--- config.mk ---
export PLATFORM = sky130hd
export DESIGN_NAME = serial_adder
export DESIGN_NICKNAME = d
export VERILOG_FILES = /design/src/rtl/serial_arith_pkg.sv /design/src/rtl/serial_adder_ha.sv /design/src/rtl/serial_adder.sv
export SDC_FILE = /design/constraint.sdc
export NUM_CORES = 1
export LEC_CHECK = 0
export CAP_MARGIN = 15
export CORE_MARGIN = 2
export CORE_UTILIZATION = 55
export CTS_BUF_LIST = sky130_fd_sc_hd__clkbuf_2
export CTS_CLUSTER_DIAMETER = 40
export DETAILED_ROUTE_END_ITERATION = 10
export PLACE_DENSITY = 0.77
export SLEW_MARGIN = 10
export SYNTH_ARGS = -nofsm -noshare
export SYNTH_HDL_FRONTEND = slang
export SYNTH_SLANG_ARGS = --single-unit
--- constraint.sdc ---
create_clock -name clk -period 4.5 [get_ports clk]
set_clock_uncertainty 0.1 [all_clocks]
set_input_delay 0.675 -clock clk [delete_from_list [all_inputs] [get_ports clk]]
set_output_delay 0.675 -clock clk [all_outputs]
set_load 0.05 [all_outputs]
--- src/rtl/serial_arith_pkg.sv ---
// ============================================================================
// Module : serial_arith_pkg
// Brief  : Shared definitions for the bit-serial arithmetic cells: FSM state
//          encoding and a constant-foldable ceil(log2) helper.
// Rev    : 1.0  initial release
// ============================================================================
`default_nettype none

package serial_arith_pkg;

    localparam logic [1:0] ST_IDLE = 2'd0;
    localparam logic [1:0] ST_RUN  = 2'd1;
    localparam logic [1:0] ST_DONE = 2'd2;

    typedef enum logic [1:0] {
        S_IDLE = ST_IDLE,
        S_RUN  = ST_RUN,
        S_DONE = ST_DONE
    } state_e;

    // ceil(log2(value)); loop is bounded so it folds at elaboration.
    function automatic int clog2(input int value);
        int r;
        r = 0;
        for (int i = 0; i < 32; i++) begin
            if ((1 << i) < value) begin
                r = i + 1;
            end
        end
        return r;
    endfunction

endpackage

`default_nettype wire

--- src/rtl/serial_adder_ha.sv ---
// ============================================================================
// Module : ha
// Brief  : Half adder, s = a ^ b, c = a & b. Two of these plus the carry
//          flip-flop in serial_adder form the per-bit full-add cell.
// Rev    : 1.0  initial release
// ============================================================================
`default_nettype none

module ha (
    input  logic a_i,
    input  logic b_i,
    output logic s_o,
    output logic c_o
);

    assign s_o = a_i ^ b_i;
    assign c_o = a_i & b_i;

endmodule

`default_nettype wire

--- src/rtl/serial_adder.sv ---
// ============================================================================
// Module : serial_adder
// Brief  : Bit-serial WIDTH-bit adder, LSB first, one bit per clock.
//          Operands are captured on an accepted start; after WIDTH RUN cycles
//          the DONE state strobes done and {cout,sum} = a + b + cin is held
//          until the next accepted start.
//          Optional macro SERIAL_ADDER_SUB_EN adds a 'sub' input selecting
//          a - b (cout then reads as NOT-borrow).
// Rev    : 1.0  initial release
// ============================================================================
`default_nettype none

module serial_adder
    import serial_arith_pkg::*;
#(
    parameter int WIDTH = 8
) (
    input  logic             clk,
    input  logic             rst_n,
    input  logic             start,
    input  logic [WIDTH-1:0] a,
    input  logic [WIDTH-1:0] b,
    input  logic             cin,
`ifdef SERIAL_ADDER_SUB_EN
    input  logic             sub,
`endif
    output logic             busy,
    output logic             done,
    output logic [WIDTH-1:0] sum,
    output logic             cout
);

    localparam int CNT_W = (clog2(WIDTH) < 1) ? 1 : clog2(WIDTH);
    localparam logic [CNT_W-1:0] LAST_CNT = CNT_W'(WIDTH - 1);

    state_e             state_q, state_d;
    logic [WIDTH-1:0]   a_sr_q,  a_sr_d;
    logic [WIDTH-1:0]   b_sr_q,  b_sr_d;
    logic               carry_q, carry_d;
    logic [CNT_W-1:0]   cnt_q,   cnt_d;
    logic [WIDTH-1:0]   sum_q,   sum_d;
    logic               cout_q,  cout_d;

    logic               p_bit;   // a0 ^ b0
    logic               g1_bit;  // a0 & b0
    logic               s_bit;   // full-add sum bit
    logic               g2_bit;  // p & carry
    logic               c_bit;   // full-add carry out

    // Operand B and carry as they are loaded on an accepted start; in
    // subtract mode B is inverted and the carry forced to 1 (two's complement).
    logic [WIDTH-1:0]   b_load;
    logic               carry_load;

`ifdef SERIAL_ADDER_SUB_EN
    assign b_load     = sub ? ~b   : b;
    assign carry_load = sub ? 1'b1 : cin;
`else
    assign b_load     = b;
    assign carry_load = cin;
`endif

    ha u_ha0 (
        .a_i (a_sr_q[0]),
        .b_i (b_sr_q[0]),
        .s_o (p_bit),
        .c_o (g1_bit)
    );

    ha u_ha1 (
        .a_i (p_bit),
        .b_i (carry_q),
        .s_o (s_bit),
        .c_o (g2_bit)
    );

    assign c_bit = g1_bit | g2_bit;

    // State and datapath registers; reset clears everything, aborting any run.
    always_ff @(posedge clk or negedge rst_n) begin
        if (!rst_n) begin
            state_q <= S_IDLE;
            a_sr_q  <= '0;
            b_sr_q  <= '0;
            carry_q <= 1'b0;
            cnt_q   <= '0;
            sum_q   <= '0;
            cout_q  <= 1'b0;
        end else begin
            state_q <= state_d;
            a_sr_q  <= a_sr_d;
            b_sr_q  <= b_sr_d;
            carry_q <= carry_d;
            cnt_q   <= cnt_d;
            sum_q   <= sum_d;
            cout_q  <= cout_d;
        end
    end

    // Next-state and datapath: load on accepted start, shift one bit per RUN cycle.
    always_comb begin
        state_d = state_q;
        a_sr_d  = a_sr_q;
        b_sr_d  = b_sr_q;
        carry_d = carry_q;
        cnt_d   = cnt_q;
        sum_d   = sum_q;
        cout_d  = cout_q;

        case (state_q)
            S_IDLE, S_DONE: begin
                if (start) begin
                    state_d = S_RUN;
                    a_sr_d  = a;
                    b_sr_d  = b_load;
                    carry_d = carry_load;
                    cnt_d   = '0;
                    sum_d   = '0;
                    cout_d  = 1'b0;
                end else begin
                    state_d = S_IDLE;
                end
            end
            S_RUN: begin
                sum_d   = {s_bit, sum_q[WIDTH-1:1]};
                a_sr_d  = {1'b0, a_sr_q[WIDTH-1:1]};
                b_sr_d  = {1'b0, b_sr_q[WIDTH-1:1]};
                carry_d = c_bit;
                if (cnt_q == LAST_CNT) begin
                    cout_d  = c_bit;
                    state_d = S_DONE;
                end else begin
                    cnt_d = cnt_q + 1'b1;
                end
            end
            default: begin
                state_d = S_IDLE;
            end
        endcase
    end

    assign busy = (state_q == S_RUN);
    assign done = (state_q == S_DONE);
    assign sum  = sum_q;
    assign cout = cout_q;

endmodule

`default_nettype wire

# Yosys cells after proc, flatten, opt, wreduce, memory -nomap -nowiden
# Index checks and enable logic that the tools add are counted.
# op_classes
add_sub_neg	1
n_eq_ne	6
mux	17
bitwise	5
reduce_logical	6
# op_table
cell	count
$mux 32	2
$pmux 32 s2	1
$pmux 8 s2	3
$add 32x1->32 const B	1
$eq 32x3->1 const B	1
$mux 8	3
$reduce_and 3->1	2
$mux 1	4
$ne 2x2->1 const B	2
$pmux 1 s2	2
$pmux 2 s2	1
$and 1x1->1	2
$eq 2x1->1 const B	1
$eq 2x2->1 const B	1
$logic_not 2->1	1
$mux 2	1
$ne 2x1->1 const B	1
$reduce_and 2->1	1
$reduce_bool 2->1	1
$reduce_or 2->1	1
$xor 1x1->1	2
$or 1x1->1	1
# totals
ff_bits	60
in_bits	20
output_inout_bits	11

# Depth between registers and ports, before layout
# Gate-level depths: netlist of run 1.
# depth
ltp_word	5
ltp_mapped	8
ltp_nobuf	6

# Modules after synthesis
# From an unflattened synthesis of run 1, not the netlist that was laid out.
# unflattened
hier_cells	330
area_unflattened_um2	2997.9
# modules_own_cells
module	instances	cells_each	area_each_um2
serial_adder	1	328	2972.9
ha	2	1	12.5

# Least setup slack after synthesis of run 1
# Ideal clock, no wire load.
# synth_timing
path_kind	register to output
from	register state_q[1]
to	output port busy
arrival_time_ps	1515
t_required_ps	3725
path_slack_ps	2210
path_stages_with_launch	5
path_buffers	2
path_cell_list	dfrtp_1 nand2b_1 inv_1 clkbuf_1 clkbuf_1
# synth_via
elab_chain_len	1
# synth_rtl
item	line_no	text
start, declared	serial_adder.sv:36	state_e state_q, state_d;
start signal, assigned	serial_adder.sv:90	state_q <= state_d;
$eq 2x1->1	serial_adder.sv:142	assign busy = (state_q == S_RUN);
end, declared	serial_adder.sv:27	output logic busy,
# Every way passes these cells.

# Worst setup path after layout of run 1
# Ends and elaborated chain as after synthesis.

==> results of run 1 <==
worst register-to-register path: stages, from the launching register on:
cell and delay [ps]:
dfrtp_1 400, nand2b_1 620, inv_1 250, buf_4 340
o21ai_2 190, buf_8 210, or4_1 500, nand3_1 90
sequential cells by signal, indices dropped and copies added, names as in the netlist:
register	cells
sum	8
a_sr_q	8
carry_q	1
cnt_q	32
state_q	2
b_sr_q	8
cout	1
area by class of cell:
type | count | share of cell area
flip-flops and latches | 60 | 0.428
clock inverters | 6 | 0.0157
inverters | 5 | 0.00535
repair buffers | 35 | 0.0969
multi-input cells | 235 | 0.414
clock buffers | 10 | 0.0143
well taps | 72 | 0.0257
metrics by stage:
stage / total power [mW] / setup WS (ps) / cell area, µm² / std cells / hold slack, ps
floorplan: 0.550 / 2210 / 3040 / 317 / 279
global placement: 0.578 / 1700 / 3390 / 406 / 361
detailed placement: 0.577 / 1670 / 3390 / 406 / 369
CTS: 0.895 / 1090 / 3500 / 422 / 231
global route: 0.920 / 927 / 3510 / 423 / 252
finish: 0.887 / 1140 / 3510 / 423 / 210
how the worst min path moves through the flow:
stage,depth (start not counted),from,endpoint
floorplan,0,rst_n,a_sr_q[0]$_DFFE_PN0P_
global placement,2,b_sr_q[1]$_DFFE_PN0P_,b_sr_q[0]$_DFFE_PN0P_
detailed placement,2,b_sr_q[1]$_DFFE_PN0P_,b_sr_q[0]$_DFFE_PN0P_
CTS,2,rst_n,sum[5]$_DFFE_PN0P_
global route,2,rst_n,a_sr_q[0]$_DFFE_PN0P_
finish,2,rst_n,cnt_q[5]$_DFFE_PN0P_
per-layer routing:
layer  share of wire  global-route usage
met1            0.47               0.332
met3           0.048              0.0529
met5               0                   0
met2            0.46               0.346
met4           0.018              0.0807
report_power, final:
group | switching [mW] | internal (mW) | total (mW)
sequential | 0 | 0.539 | 0.539
clock | 0.195 | 0.125 | 0.320
combinational | 0.0123 | 0.0146 | 0.0270
cell usage in the layout, fill, tap and decap left out, drive strengths merged, types with 8 or more instances in the layout:
cell type	instances
dfrtp	60
nor4	8
nor2	20
clkdlybuf4s50	29
a22o	11
nand4	13
nand2	56
mux2i	11
nand3	26
clkbuf	10
a31oi	16
logic make-up (layout without fill, tap and decap cells):
family,Yosys count,after routing,synth area share
fa+ha+maj,2,2,0.0107
simple gates,158,158,0.277
compound gates,64,64,0.152
buf+inv,22,56,0.0300
mux,11,11,0.0362
flops,60,60,0.493
==> flow_metrics.tcl, run 1 <==
set metrics [dict create \
    post-route-drc-count 0 \
    crit_end "busy" \
    drtAntennaViolNets 0 \
    core_area_mm2 0.00544 \
    async_flop_share 1.00 \
    slew_headroom 0.306 \
    path_depth 3 \
    cts-hold-fix-buffers 0 \
    seq_area_mm2 0.00150 \
    yosysTopAreaCell "dfrtp_1" \
    clockBufferDepth 2 \
    synthMostInstantiatedCell "dfrtp_1" \
    start_kind "register" \
    antenna_found_initial 0 \
    cts_tree "yes" \
    firstDrtPassIters 5 \
    globalplace.congestion 0.808 \
    cts_buffers 9 \
    hpwl_mm 4.30 \
    fin_util 0.646 \
    drt_wl_total_mm 6.50 \
    max_freq_mhz 297 \
    nNetsFinal 368 \
    grt_start_max_net_pins 61 \
    hold_class "in2async" \
    die_area_mm2 0.00615 \
    crit_start "state_q[1]$_DFFE_PN0P_" \
    viasPerCell 6.07 \
    syn_area_mm2 0.00304 \
    postCtsSetupRepairBufs 0 \
    slowest_delay_ps 830 \
    cp_top_family "buffers and inverters" \
    worstPathRequired_ps 3720 \
    max_cap_viol_count 0 \
    synth_cell_types 45 \
    status "complete, no violations" \
    slowest_stage "clkdlybuf4s50_1" \
    grt_pass1_wl_mm 11.1 \
    reg2reg_from "state_q[1]$_DFFE_PN0P_" \
    ys_top_cells_by_area "dfrtp_1, nand2_1, nand3_1, mux2i_1, a31oi_1" \
    synthFlopType "dfrtp_1" \
    die_h_um 78.4 \
    wl_per_cell_um 15.4 \
    synth_top_area_frac 0.493 \
    critPathMaxFanout 31 \
    crit_path_end_kind "output pin" \
    first_iter_violations 239 \
    synth_nets 339 \
    period_share 0.747 \
    portBuffers 30 \
    std_cell_rows 27 \
    clock-sinks 60 \
    synth_edf_count 0 \
    h-tree-depth 3 \
    r2r_cells 7 \
    path_cells "nand2b_1 > inv_1 > clkdlybuf4s50_1" \
    peakVddDrop_mv 0.163 \
    tns_ps 0 \
    n_fill_cell 455 \
    multi_input_area_mm2 0.00146 \
    grt_overflow 0 \
    synthTopCellsByCount "dfrtp_1, nand2_1, nand3_1, nor2_1, a31oi_1" \
    critPathKind "reg2out" \
    die_w_um 78.4 \
    clkLatencyLatePin_ps 480 \
    cts_root_buffer "clkbuf_2" \
    diodes 0 \
    num_vias 2569 \
    rsz0062_at_grt "no" \
    hold_violations 0 \
    setup_viol 0 \
    period_needed_ps 3360 \
    critPathArrivalTime_ps 2590 \
    reg2reg_slack_ps 1730 \
    initial_core_util 0.560 \
    tightestPinTransition_ps 1040 \
    yosysSeqAreaShare 0.493 \
    grt_pass1_vias 2379 \
    postCtsResizedCells 0 \
    grtUsageTotal 0.231 \
    r2r-end "cnt_q[23]$_DFFE_PN0P_" \
    ys_seq_elements 60 \
    syn-instance-count 317 \
    slew_viol_final 0 \
    power.density_mw_per_mm2 253 \
    layout-drive-gt1-share 0.0826 \
    synth.avg_cell_area_um2 9.60 \
    yosys_warnings 0 \
    io_pins 31 \
    syn2layout_area_growth_pct 15.3 \
    path_buf_inv 2 \
    cellLeakagePower_nw 1.51 \
    clk_pin_slew_ps 170 \
]
Note: power is estimated with default switching activity, not from simulation.
==> run 2, diff against run 1 <==
--- a/config.mk
+++ b/config.mk
@@ -7,7 +7,7 @@
 export LEC_CHECK = 0
 export CAP_MARGIN = 15
 export CORE_MARGIN = 2
-export CORE_UTILIZATION = 55
+export CORE_UTILIZATION = 53
 export CTS_BUF_LIST = sky130_fd_sc_hd__clkbuf_2
 export CTS_CLUSTER_DIAMETER = 40
 export DETAILED_ROUTE_END_ITERATION = 10
==> constraint.sdc (replaced) <==
create_clock -name clk -period 2.75 [get_ports clk]
set_clock_uncertainty 0.1 [all_clocks]
set_input_delay 0.4125 -clock clk [delete_from_list [all_inputs] [get_ports clk]]
set_output_delay 0.4125 -clock clk [all_outputs]
set_load 0.05 [all_outputs]
==> run 2 against run 1 <==
Effect of this change: cell count increased by 0.71%; count of clock-buffer cells in the layout shrank 1; sequential cell count did not move; first-iteration DRC count down 31%; global-route usage increased by 0.58 points; hold slack better by 92 ps; clock power increased by 93%; register-to-register slack got worse by 1300 ps; via count hardly changed; worst setup slack lost 790 ps; sequential power increased by 64%.
==> flow_metrics.tcl, run 2 (synthesis results as in run 1) <==
set metrics [dict create \
    status "complete, no violations" \
    swShare 0.227 \
    clock-sinks 60 \
    final_common_cell "dfrtp_1" \
    clockBufferDepth 2 \
    tightestPinTransition_ps 721 \
    grt_overflow 0 \
    cts_root_buffer "clkbuf_2" \
    slowest_stage "clkdlybuf4s50_1" \
    multi_input_area_mm2 0.00146 \
    post-route-drc-count 0 \
    portBuffers 30 \
    cellLeakagePower_nw 1.55 \
    slowest_delay_ps 820 \
    h-tree-depth 3 \
    max_cap_viol_count 0 \
    max_flop_register "cnt_q" \
    hold_violations 0 \
    nNetsFinal 372 \
    grtUsageTotal 0.237 \
    initial_core_util 0.549 \
    slew_headroom 0.516 \
    p_switching_mw 0.352 \
    postCtsSetupRepairBufs 0 \
    tns_ps 0 \
    diodes 0 \
    clk_pin_slew_ps 170 \
    period_share 0.873 \
    first_iter_violations 166 \
    wl_per_cell_um 15.9 \
    pwr-share-clk 0.400 \
    rsz0062_at_grt "no" \
    die_area_mm2 0.00637 \
    core_area_mm2 0.00554 \
    cts_buffers 9 \
    worstPathRequired_ps 2240 \
    total_power_mw 1.55 \
    drtAntennaViolNets 0 \
    start_kind "register" \
    critPathArrivalTime_ps 1890 \
    largest_reg_flops 32 \
    die_w_um 79.8 \
    cp_top_family "buffers and inverters" \
    setup_viol 0 \
    path_cells "nor2b_1 > clkdlybuf4s50_1" \
    syn2layout_area_growth_pct 18.0 \
    postCtsResizedCells 0 \
    p_int_mw 1.20 \
    critPathMaxFanout 4 \
    die_h_um 79.8 \
    design_area_mm2 0.00359 \
    period_needed_ps 2400 \
    slew_viol_final 0 \
    path_buf_inv 1 \
    pwr-share-comb 0.031 \
    globalplace.congestion 0.833 \
    num_vias 2568 \
    antenna_found_initial 0 \
    viasPerCell 6.03 \
    drt_wl_total_mm 6.77 \
    seq_area_mm2 0.00150 \
    grt_pass1_wl_mm 11.6 \
    max_freq_mhz 417 \
    n_fill_cell 462 \
    clkLatencyLatePin_ps 520 \
    peakVddDrop_mv 0.351 \
    critPathKind "reg2out" \
    crit_path_end_kind "output pin" \
    placed_area_mm2 0.00346 \
    firstDrtPassIters 4 \
    layout-drive-gt1-share 0.0904 \
    power.density_mw_per_mm2 432 \
    io_pins 31 \
    layout.cells.most_common_list "dfrtp_1, nand2_1, clkdlybuf4s50_1, nand3_1, nor2_1" \
    grt_pass1_vias 2567 \
    std_cell_rows 27 \
    hold_class "in2async" \
    seq_power_share 0.570 \
    grt_start_max_net_pins 61 \
    hpwl_mm 4.50 \
    cts_tree "yes" \
]
run 2: changes by cell type in the layout (fill, tap and decap cells not counted), sizes merged:
cell           change
buf                +4
bufinv             +1
clkbuf             -1
clkdlybuf4s50      -1
clkinv             -1
dlygate4sd3        +1
run 2: worst paths after layout:
kind	slack [ps]	cells past startpoint	to	start
worst max-delay path	350	2	done	state_q[0]$_DFFE_PN0P_
worst min-delay path	300	3	cnt_q[30]$_DFFE_PN0P_	rst_n
worst max register to register	480	7	cnt_q[15]$_DFFE_PN0P_	cnt_q[0]$_DFFE_PN0P_
worst min register to register	400	2	b_sr_q[0]$_DFFE_PN0P_	b_sr_q[1]$_DFFE_PN0P_
max in group asynchronous	1950	3	cnt_q[4]$_DFFE_PN0P_	rst_n
min in group clk	340	3	a_sr_q[2]$_DFFE_PN0P_	a[2]
run 2: timing repair:
item	CTS	global route
hold buffers	1	0
endpoints found under the hold margin	60	0
setup endpoints to repair	0	0
run 2: cell type report:
class                   count  share of cell area
flip-flops and latches     60               0.418
multi-input cells         235               0.405
repair buffers             39               0.111
well taps                  72              0.0251
clock inverters             6              0.0223
clock buffers               9              0.0125
inverters                   5             0.00523
run 2: power groups by stage:
stage	sequential (mW)	clock, mW	combinational, mW
floorplan	0.899	0	0.000477
global placement	0.899	0	0.0483
detailed placement	0.899	0	0.0484
CTS	0.883	0.624	0.0496
global route	0.883	0.665	0.0534
finish	0.883	0.619	0.0476
run 2: tightest hold or removal path, delay by kind of cell:
family | cells | cell delay [ps]
buffers and inverters | 3 | 910
run 2: per-stage QoR:
stage	util	cells	hold slack, ps	setup WS (ps)
after global placement	0.624	410	343	619
final	0.648	426	301	350
after global routing	0.648	426	315	269
after CTS	0.648	426	320	352
after floorplan	-	317	16.9	723
after detailed placement	0.624	410	345	523
run 2: routing by layer:
metal,up-vias,part of all wire,global-route usage
met5,-,0,0
met4,0,0.019,0.124
met3,13,0.036,0.0509
met2,54,0.47,0.370
met1,1243,0.47,0.310
li1,1258,-,-
==> run 3, diff against run 2 <==
--- a/config.mk
+++ b/config.mk
@@ -7,11 +7,14 @@
 export LEC_CHECK = 0
 export CAP_MARGIN = 15
 export CORE_MARGIN = 2
-export CORE_UTILIZATION = 53
+export CORE_UTILIZATION = 55
 export CTS_BUF_LIST = sky130_fd_sc_hd__clkbuf_2
 export CTS_CLUSTER_DIAMETER = 40
+export CTS_CLUSTER_SIZE = 14
 export DETAILED_ROUTE_END_ITERATION = 10
-export PLACE_DENSITY = 0.77
+export DONT_BUFFER_PORTS = 1
+export GPL_TIMING_DRIVEN = 0
+export PLACE_DENSITY = 0.72
 export SLEW_MARGIN = 10
 export SYNTH_ARGS = -nofsm -noshare
 export SYNTH_HDL_FRONTEND = slang
==> run 3 against run 2 <==
Effect of this change: worst setup slack worse by 160 ps; critical path type unchanged; sequential share of layout area is 1.4 points higher; critical endpoint is now busy; largest power group unchanged; combinational power is 9.9% lower.
==> flow_metrics.tcl, run 3 (synthesis results as in run 1) <==
set metrics [dict create \
    setup_viol 0 \
    core_area_mm2 0.00544 \
    dp_slack_ps 241 \
    worstPathRequired_ps 2240 \
    period_needed_ps 2560 \
    slew_viol_final 0 \
    pwr-share-comb 0.028 \
    num_vias 2625 \
    clock-sinks 60 \
    grt_pass1_vias 2530 \
    std_cell_rows 27 \
    period_share 0.932 \
    io_pins 31 \
    crit_path_end_kind "output pin" \
    holdCritStartpoint "start" \
    seq_power_share 0.567 \
    post-route-drc-count 0 \
    die_area_mm2 0.00615 \
    antenna_found_initial 0 \
    drtAntennaViolNets 0 \
    slowest_stage "clkbuf_4" \
    die_w_um 78.4 \
    max_cap_viol_count 0 \
    power.density_mw_per_mm2 448 \
    critPathMaxFanout 10 \
    p_switching_mw 0.348 \
    initial_core_util 0.560 \
    total_power_mw 1.56 \
    slowest_delay_ps 410 \
    max_flop_register "cnt_q" \
    critPathArrivalTime_ps 2050 \
    reg2reg_from "cnt_q[0]$_DFFE_PN0P_" \
    critPathKind "reg2out" \
    cts_tree "yes" \
    portBuffers 0 \
    tns_ps 0 \
    clockBufferDepth 2 \
    r2r-end "cnt_q[9]$_DFFE_PN0P_" \
    p_int_mw 1.21 \
    drt_wl_total_mm 7.34 \
    globalplace.congestion 0.885 \
    final_common_cell "dfrtp_1" \
    min_path_cells 4 \
    syn2layout_area_growth_pct 14.2 \
    peakVddDrop_mv 0.262 \
    grt_pass1_wl_mm 12.5 \
    grt_overflow 0 \
    reg2reg_slack_ps 200 \
    cts_buffers 9 \
    path_cells "nand2b_1 > inv_1 > clkbuf_1 > clkbuf_4" \
    wl_per_cell_um 17.3 \
    firstDrtPassIters 4 \
    worst_hold_path.endpoint "carry_q$_DFFE_PN0P_" \
    largest_reg_flops 32 \
    tightestPinTransition_ps 958 \
    viasPerCell 6.19 \
    start_kind "register" \
    hold_class "in2reg" \
    max_freq_mhz 390 \
    grtUsageTotal 0.264 \
    first_iter_violations 250 \
    slew_headroom 0.360 \
    rsz0062_at_grt "no" \
    cts_root_buffer "clkbuf_2" \
    grt_start_max_net_pins 61 \
    cellLeakagePower_nw 1.50 \
    n_fill_cell 462 \
    layout.cells.most_common_list "dfrtp_1, nand2_1, nand3_1, nor2_1, dlygate4sd3_1" \
    finalWorstSetupSlack_ps 188 \
    layout-drive-gt1-share 0.0795 \
    h-tree-depth 3 \
    clk_pin_slew_ps 190 \
    r2r_cells 7 \
    whs_ps 221 \
    die_h_um 78.4 \
    hpwl_mm 4.82 \
    swShare 0.224 \
    diodes 0 \
    pwr-share-clk 0.405 \
    hold_violations 0 \
    nNetsFinal 369 \
    clkLatencyLatePin_ps 510 \
    status "complete, no violations" \
]
run 3: changes by cell type in the layout (fill, tap and decap cells not counted):
cell / before / now
clkinv_1: 2 / 1
clkbuf_4: 0 / 1
clkbuf_1: 0 / 12
buf_16: 0 / 1
buf_4: 6 / 2
dlygate4sd3_1: 1 / 18
buf_1: 0 / 1
buf_12: 3 / 0
clkdlybuf4s50_1: 28 / 0
o21ai_2: 1 / 0
o21ai_0: 4 / 5
clkbuf_2: 9 / 11
run 3: cell type report:
type	count	area [µm²]	area share
Clock inverter	5	76.3	0.0220
Buffer	17	76.3	0.0220
Clock buffer	11	55.1	0.0158
Multi-Input combinational cell	235	1450	0.417
Inverter	5	18.8	0.00540
Tap cell	72	90.1	0.0259
Sequential cell	60	1500	0.432
Timing Repair Buffer	19	208	0.0597
run 3: routing by layer:
metal / vias up / wire length, µm / global-route usage / share of wire
met1: 1273 / 3320 / 0.375 / 0.45
met4: 0 / 145 / 0.130 / 0.020
met5: - / 0 / 0 / 0
li1: 1256 / - / - / -
met2: 82 / 3440 / 0.387 / 0.47
met3: 14 / 432 / 0.0552 / 0.059
run 3: worst max path at each step:
stage / from / endpoint / slack (ps) / cells after the start
2_1_floorplan: state_q[1]$_DFFE_PN0P_ / busy / 720 / 4
3_3_place_gp: cnt_q[0]$_DFFE_PN0P_ / cnt_q[9]$_DFFE_PN0P_ / 270 / 7
3_5_place_dp: cnt_q[0]$_DFFE_PN0P_ / cnt_q[9]$_DFFE_PN0P_ / 240 / 7
4_1_cts: state_q[1]$_DFFE_PN0P_ / busy / 70 / 4
5_1_grt: state_q[1]$_DFFE_PN0P_ / busy / 8 / 4
6_report: state_q[1]$_DFFE_PN0P_ / busy / 190 / 4
run 3: metrics by stage:
| stage | cells | instance area, µm² | utilization |
|---|---|---|---|
| 2_1_floorplan | 317 | 3040 | - |
| 3_3_place_gp | 389 | 3130 | 0.576 |
| 3_5_place_dp | 389 | 3130 | 0.576 |
| 4_1_cts | 424 | 3470 | 0.639 |
| 5_1_grt | 424 | 3480 | 0.639 |
| 6_report | 424 | 3480 | 0.639 |
run 3: what timing repair did:
item                                    CTS  global route
resized for setup                         1             2
endpoints found under the setup margin    1             1
hold endpoints to repair                 77             0
buffers inserted                          0             0
hold buffers                             19             0
gates cloned                              0             0
run 3: worst max-delay path: cells and delay by family (launching register included):
| kind | cells | cell delay, ps |
|---|---|---|
| AND/OR/NAND/NOR | 1 | 190 |
| buffers and inverters | 3 | 970 |
| flip-flops | 1 | 400 |
run 3: power groups by stage:
stage / combinational, mW / sequential [mW] / clock (mW)
finish: 0.0429 / 0.883 / 0.631
global route: 0.0479 / 0.883 / 0.676
CTS: 0.0440 / 0.883 / 0.643
detailed placement: 0.000477 / 0.899 / 0
global placement: 0.000477 / 0.899 / 0
floorplan: 0.000477 / 0.899 / 0
